`src/rtl/seq_det_pkg.sv`:
```
// Shared types and defaults for the configurable serial sequence detector.
package seq_det_pkg;

    typedef enum logic [1:0] {
        FILL  = 2'd0,
        ARMED = 2'd1,
        MATCH = 2'd2
    } seq_state_t;

    localparam int DEF_LEN   = 5;
    localparam int DEF_CNT_W = 8;

    // Pattern bit LEN-1 is the first serial bit expected.
    localparam bit PAT_MSB_FIRST = 1'b1;

endpackage

```
`src/rtl/seq_det_match_cnt.sv`:
```
// Saturating match counter; a coincident clear and increment yields a count of one.
module seq_det_match_cnt #(
    parameter int CNT_W = 8
) (
    input  logic             clk,
    input  logic             reset,
    input  logic             clr,
    input  logic             inc,
    output logic [CNT_W-1:0] cnt
);

    localparam logic [CNT_W-1:0] CNT_MAX = {CNT_W{1'b1}};

    always_ff @(posedge clk) begin
        if (reset) begin
            cnt <= '0;
        end else if (clr) begin
            cnt <= inc ? CNT_W'(1) : '0;
        end else if (inc && cnt != CNT_MAX) begin
            cnt <= cnt + CNT_W'(1);
        end
    end

endmodule

```
`src/rtl/seq_detector_cfg.sv`:
```
// Serial pattern detector with loadable pattern and overlap control.
// Define SEQ_DET_CNT_EN to add the saturating match counter (cnt_clr / match_cnt).
module seq_detector_cfg
    import seq_det_pkg::*;
#(
    parameter int             LEN         = DEF_LEN,
    parameter int             CNT_W       = DEF_CNT_W,
    parameter logic [LEN-1:0] RST_PATTERN = {LEN{1'b1}}
) (
    input  logic             clk,
    input  logic             reset,
    // Handshake: a bit is taken on every rising edge where in_valid is high and
    // pat_load is low; there is no backpressure, so the block is always ready.
    input  logic             in,
    input  logic             in_valid,
    input  logic             overlap,
    input  logic             pat_load,
    input  logic [LEN-1:0]   pat_data,
`ifdef SEQ_DET_CNT_EN
    input  logic             cnt_clr,
    output logic [CNT_W-1:0] match_cnt,
`endif
    output logic             out,
    output logic [1:0]       dbg_state
);

    localparam int             FW   = $clog2(LEN + 1);
    localparam logic [FW-1:0]  FULL = FW'(LEN);

    if (LEN < 2 || LEN > 32 || CNT_W < 1 || CNT_W > 32) begin : g_bad_param
        $error("seq_detector_cfg: LEN or CNT_W out of range");
    end

    seq_state_t     state;
    logic [LEN-1:0] pat;
    logic [LEN-1:0] hist;
    logic [LEN-1:0] hist_n;
    logic [FW-1:0]  fill;
    logic [FW-1:0]  fill_n;
    logic           accept;
    logic           match_evt;

    always_comb begin
        accept = in_valid & ~pat_load;
        if (PAT_MSB_FIRST) begin
            hist_n = {hist[LEN-2:0], in};
        end else begin
            hist_n = {in, hist[LEN-1:1]};
        end
        fill_n    = (fill == FULL) ? FULL : fill + FW'(1);
        match_evt = accept && (fill_n == FULL) && (hist_n == pat);
    end

    always_ff @(posedge clk) begin
        if (reset) begin
            pat   <= RST_PATTERN;
            hist  <= '0;
            fill  <= '0;
            state <= FILL;
            out   <= 1'b0;
        end else if (pat_load) begin
            pat   <= pat_data;
            hist  <= '0;
            fill  <= '0;
            state <= FILL;
            out   <= 1'b0;
        end else if (match_evt) begin
            state <= MATCH;
            out   <= 1'b1;
            // Non-overlapping mode demands LEN fresh bits before the next match.
            if (overlap) begin
                hist <= hist_n;
                fill <= fill_n;
            end else begin
                hist <= '0;
                fill <= '0;
            end
        end else if (accept) begin
            hist  <= hist_n;
            fill  <= fill_n;
            state <= (fill_n == FULL) ? ARMED : FILL;
            out   <= 1'b0;
        end else begin
            out <= 1'b0;
            if (state == MATCH) begin
                state <= overlap ? ARMED : FILL;
            end
        end
    end

    assign dbg_state = state;

`ifdef SEQ_DET_CNT_EN
    seq_det_match_cnt #(
        .CNT_W (CNT_W)
    ) u_match_cnt (
        .clk   (clk),
        .reset (reset),
        .clr   (cnt_clr),
        .inc   (match_evt),
        .cnt   (match_cnt)
    );
`endif

endmodule

```
`config.mk`:
```
export PLATFORM = sky130hd
export DESIGN_NAME = seq_detector_cfg
export DESIGN_NICKNAME = d
export VERILOG_FILES = /design/src/rtl/seq_det_pkg.sv /design/src/rtl/seq_det_match_cnt.sv /design/src/rtl/seq_detector_cfg.sv
export SDC_FILE = /design/constraint.sdc
export NUM_CORES = 1
export LEC_CHECK = 0
export ABC_CLOCK_PERIOD_IN_PS = 2000
export CAP_MARGIN = 5
export CORE_MARGIN = 2
export CORE_UTILIZATION = 51
export DETAILED_ROUTE_END_ITERATION = 10
export GPL_ROUTABILITY_DRIVEN = 0
export HOLD_SLACK_MARGIN = 0.03
export PLACE_DENSITY = 0.77
export SKIP_LAST_GASP = 1
export SYNTH_ARGS = -nofsm -noshare
export SYNTH_HDL_FRONTEND = slang
export SYNTH_SLANG_ARGS = --single-unit
```
`constraint.sdc`:
```
create_clock -name clk -period 2 [get_ports clk]
set_input_delay 0.2 -clock clk [delete_from_list [all_inputs] [get_ports clk]]
set_output_delay 0.2 -clock clk [all_outputs]
set_load 0.005 [all_outputs]
```
# Word-level counts from Yosys, hierarchy flattened
# Cells that the tools add are included.
[totals] register_bits=15 latch_bits=0 mem_bits_rw=0 romBits=0 out_inout_bits=3 memories=0
[classes] n_addsub=1 n_mul=0 div_mod_pow=0 magnitude_cmp=0 eq_ne=4 shifts=0 mux=13 n_bitwise=2 n_reduce_logical=7
[op_table] op="two-way mux 3 bit" count=4
[op_table] op="two-way mux 4 bit" count=3
[op_table] op="== test 3 bit, second input constant" count=2
[op_table] op="two-way mux 2 bit" count=3
[op_table] op="== test 5 bit" count=1
[op_table] op="nonzero test 2 bit" count=2
[op_table] op="adder 3 x 1 -> 3 bit, second input constant" count=1
[op_table] op="two-way mux 1 bit" count=3
[op_table] op="nonzero test 3 bit" count=1
[op_table] op="OR reduction 3 bit" count=1
[op_table] op="== test 2 bit, second input constant" count=1
[op_table] op="logical AND 1 bit" count=2
[op_table] op="OR reduction 2 bit" count=1
[op_table] op="bitwise AND 1 bit" count=1
[op_table] op="inverter 1 bit" count=1

# Depth between registers and ports, before layout
[depth] word_depth=6 ltp_mapped=4 mapped_depth_nobuf=4

# Worst setup path after synthesis
# OpenSTA, ideal clock, no wires.
[synth_timing] kind="reg-to-reg" startpoint="register fill[1]" endpoint="register state[0] (netlist: dbg_state[0])" arrival_ns=1.163 t_required_ns=1.885 setup_slack_ns=0.721 stages_incl_launch_ff=5 path_buffers=0 synth_period_minus_slack_ns=1.279 cell_sequence="dfxtp_1 and4bb_1 nand2_1 or3_4 and3_1"
[synth_via] elab_chain_cells=6 elab_cells_between_ends=9
[synth_rtl] element="start: declaration" line_no="seq_detector_cfg.sv:38" rtl="logic [FW-1:0] fill;"
[synth_rtl] element="start signal: assignment" line_no="seq_detector_cfg.sv:73" rtl="fill <= fill_n;"
[synth_rtl] element="start signal: assignment" line_no="seq_detector_cfg.sv:80" rtl="fill <= fill_n;"
[synth_rtl] element="adder 3 x 1 -> 3 bit / == test 3 bit (equally long branches)" line_no="seq_detector_cfg.sv:50" rtl="fill_n = (fill == FULL) ? FULL : fill + FW'(1);"
[synth_rtl] element="two-way mux 3 bit *" line_no="seq_detector_cfg.sv:50"
[synth_rtl] element="== test 3 bit *" line_no="seq_detector_cfg.sv:51, seq_detector_cfg.sv:81"
[synth_rtl] element="logical AND 1 bit (2 in series)" line_no="seq_detector_cfg.sv:51" rtl="match_evt = accept && (fill_n == FULL) && (hist_n == pat);"
[synth_rtl] element="OR reduction 3 bit (no source line)"
[synth_rtl] element="end signal: assignment" line_no="seq_detector_cfg.sv:81" rtl="state <= (fill_n == FULL) ? ARMED : FILL;"
[synth_rtl] element="end signal: assignment" line_no="seq_detector_cfg.sv:86" rtl="state <= overlap ? ARMED : FILL;"
[synth_rtl] element="end: declaration" line_no="seq_detector_cfg.sv:34" rtl="seq_state_t state;"
# Every way passes the cells marked *; elsewhere a longest branch is shown, timed or not.
# A chain may end at the register's enable or synchronous reset.

# Worst setup path in the final report
# Same ends and word-level chain as after synthesis.

==> reports/metrics.csv <==
metric,value,unit
run status,completed,
maximum number of buffers from clock root to sink,2,
cell count after synthesis,66,
count of nets after finishing,94,
static leakage power,0.316,nW
leading post-synthesis cells by cell area,"sky130_fd_sc_hd__dfxtp_1 (45%), sky130_fd_sc_hd__a211o_1 (7.9%), sky130_fd_sc_hd__mux2i_1 (7.5%)",
post-place instance area,813,um^2
unrepaired setup endpoints after global routing,no,
nature of the critical path endpoint,flip-flop,
core box area,0.00116,mm^2
slowest CP cell,sky130_fd_sc_hd__or3_4,
Resize count post-CTS,0,
initial cell density of the core,57.4,%
share of flip-flops with an asynchronous set or reset after synthesis,0,%
maximum resistive drop on vdd,521,uV
antenna violations before repair,0,
first drt pass iteration count,2,
hold slack,0.505,ns
dominant cell type by area after synthesis,sky130_fd_sc_hd__dfxtp_1,
overflow left after global routing,0,
warning count from the yosys run,0,
Hold Buf Count CTS,0,
FMAX,741,MHz
sequence of cells on the critical path,and4bb_1 -> nand2_1 -> or3_4 -> and3_1,
Setup Buffers After CTS,0,
slowest cell delay on critical path,0.39,ns
"leading cell types in the layout, fill and taps excluded","sky130_fd_sc_hd__dfxtp_1 (15), sky130_fd_sc_hd__clkdlybuf4s50_1 (13), sky130_fd_sc_hd__a211o_1 (6), sky130_fd_sc_hd__nor3_1 (6)",
placement row count,12,
diodes inserted,0,
total die area,0.00160,mm^2
multi-input logic area,350,um^2
final number of hold-violating endpoints,0,
Fin Clk Skew,0.00239,ns
final critical-path share of the clock period,67.4,%
fraction of layout instances using a drive strength above 1,12.2,%
class of the worst hold path,input port to flip-flop,
width of the die,40.1,um
violation count after the first detailed-route iteration,9,
Avg Vias per Cell,5.42,
kind of cell with the highest combined delay on the critical path,simple AND/OR/NAND/NOR gates,
maximum number of pins on one net before global-route repair,14,
Overall Global Routing Usage,18.4,%
"most common cell after layout, fill and taps aside",sky130_fd_sc_hd__dfxtp_1,
number of max-slew violations in the final report,0,
placed cells,92,
data arrival time of the worst path,1.52,ns
number of buffer and inverter instances along the worst setup path,0,
dpl hpwl,836,um
slew margin rel.,71.0,%
global-route wire length before repair,1.88,mm
CTS Root Cell,sky130_fd_sc_hd__clkbuf_4,
TritonCTS clock tree,built,
number of placed I/O pins,14,
total detailed-routing wirelength,1.17,mm
register area,300,um^2
fillers,105,
average instance area after synthesis,10.0,um^2
number of max-capacitance violations reported,0,
portion of the post-synthesis area used by sequential elements,45.3,%
signed area change from the synthesized netlist to the final layout,26.6,%
total clock buffers created by CTS,3,
proportion of netlist area held by the largest area contributor,45.3,%
residual antenna-violating net count after detailed routing,0,
Setup Viol. Count Final,0,
final routed DRC violation total,0,
detailed-route via count,520,
area of all placed cells without fillers,840,um^2
Chip Height,40.1,um
input/output buffers,13,
Post-Synthesis Cell Area,663,um^2
commonest register cell after synthesis,sky130_fd_sc_hd__dfxtp_1,
Worst Tran Pin Value,0.433,ns
H-tree Lvls,1,
via count of the first global-routing pass,434,
total power consumption of the routed design,549,uW
peak fanout along the critical path,5,
"Worst Path Class, Setup",flip-flop to flip-flop,
Worst setup SP type,flip-flop,
Sinks on Clock Net,15,
Worst-path clk slew,0.08,ns
number of distinct library cells after synthesis,26,
flop and latch count out of synthesis,15,
worst path required time,2.17,ns
setup TNS after final layout,0,ns
number of synthesized flops with an enable pin,0,
ratio of total power to cell area,654,mW/mm^2
non-filler cells in the finished layout,96,
average wire length per cell after detail routing,12.2,um
clock latency on the worst-skew pair,0.27,ns
min Tclk post-route,1.35,ns
Synthesized Nets,77,
-- synthesized netlist by cell type (3+ instances only) --
| cell | number |
|---|---|
| sky130_fd_sc_hd__nor2_1 | 3 |
| sky130_fd_sc_hd__nand2_1 | 4 |
| sky130_fd_sc_hd__xnor2_1 | 4 |
| sky130_fd_sc_hd__nor2b_1 | 5 |
| sky130_fd_sc_hd__a211o_1 | 6 |
| sky130_fd_sc_hd__dfxtp_1 | 15 |
| sky130_fd_sc_hd__mux2i_1 | 5 |
| sky130_fd_sc_hd__nor3_1 | 6 |
-- per-stage QoR --
step / setup WS (ns) / utilization, %
detailed placement: 0.379 / 70.3
global route: 0.554 / 72.6
finish: 0.651 / 72.6
CTS: 0.643 / 72.6
floorplan: 0.721 / -
global placement: 0.403 / 70.3
-- cell type report --
class	count	area share (%)
Clock buffer	4	3.13
Multi-Input combinational cell	48	41.7
Sequential cell	15	35.8
Tap cell	14	2.09
Timing Repair Buffer	15	17.3
-- routing by layer --
layer / vias to the layer above / global-route usage, % / part of all wire [%]
li1: 266 / - / -
met1: 241 / 21.4 / 46
met2: 11 / 29.0 / 49
met3: 2 / 5.00 / 4.4
met4: 0 / 12.9 / 0.94
met5: - / 0 / 0
-- worst reg2reg max path, delay by kind of cell (launching register included) --
kind | cells | cell delay (ns)
and+or+nand+nor | 4 | 0.90
DFF | 1 | 0.35
-- flip-flops by register name, summed over array words and instances (netlist names) --
signal	count
fill	3
pat	5
out	1
dbg_state	2
hist	4
-- worst paths after layout --
| check | start | endpoint | slack, ns | cells past startpoint |
|---|---|---|---|---|
| worst max-delay path | fill[1] | dbg_state[0] | 0.65 | 4 |
| worst min-delay path | pat_data[4] | pat[4] | 0.50 | 2 |
| worst max register to register | fill[1] | dbg_state[0] | 0.65 | 4 |
| worst min register to register | dbg_state[0] | dbg_state[1] | 0.55 | 2 |
-- cells by family (layout without fill, tap and decap cells) --
group	Yosys count	count (layout)	share of synthesized area, %
AND/OR/NAND/NOR	28	28	25.3
flip-flops	15	15	45.3
AO/OA/AOI/OAI	9	9	10.9
XOR/XNOR	6	6	9.06
multiplexers	5	5	7.55
buffers and inverters	3	19	1.88
-- power breakdown --
group          internal, mW  switching, mW
logic                0.0428         0.0261
clock network        0.0773         0.0871
registers             0.308        0.00753
total                 0.429          0.121
(Power assumes the default switching activity.)
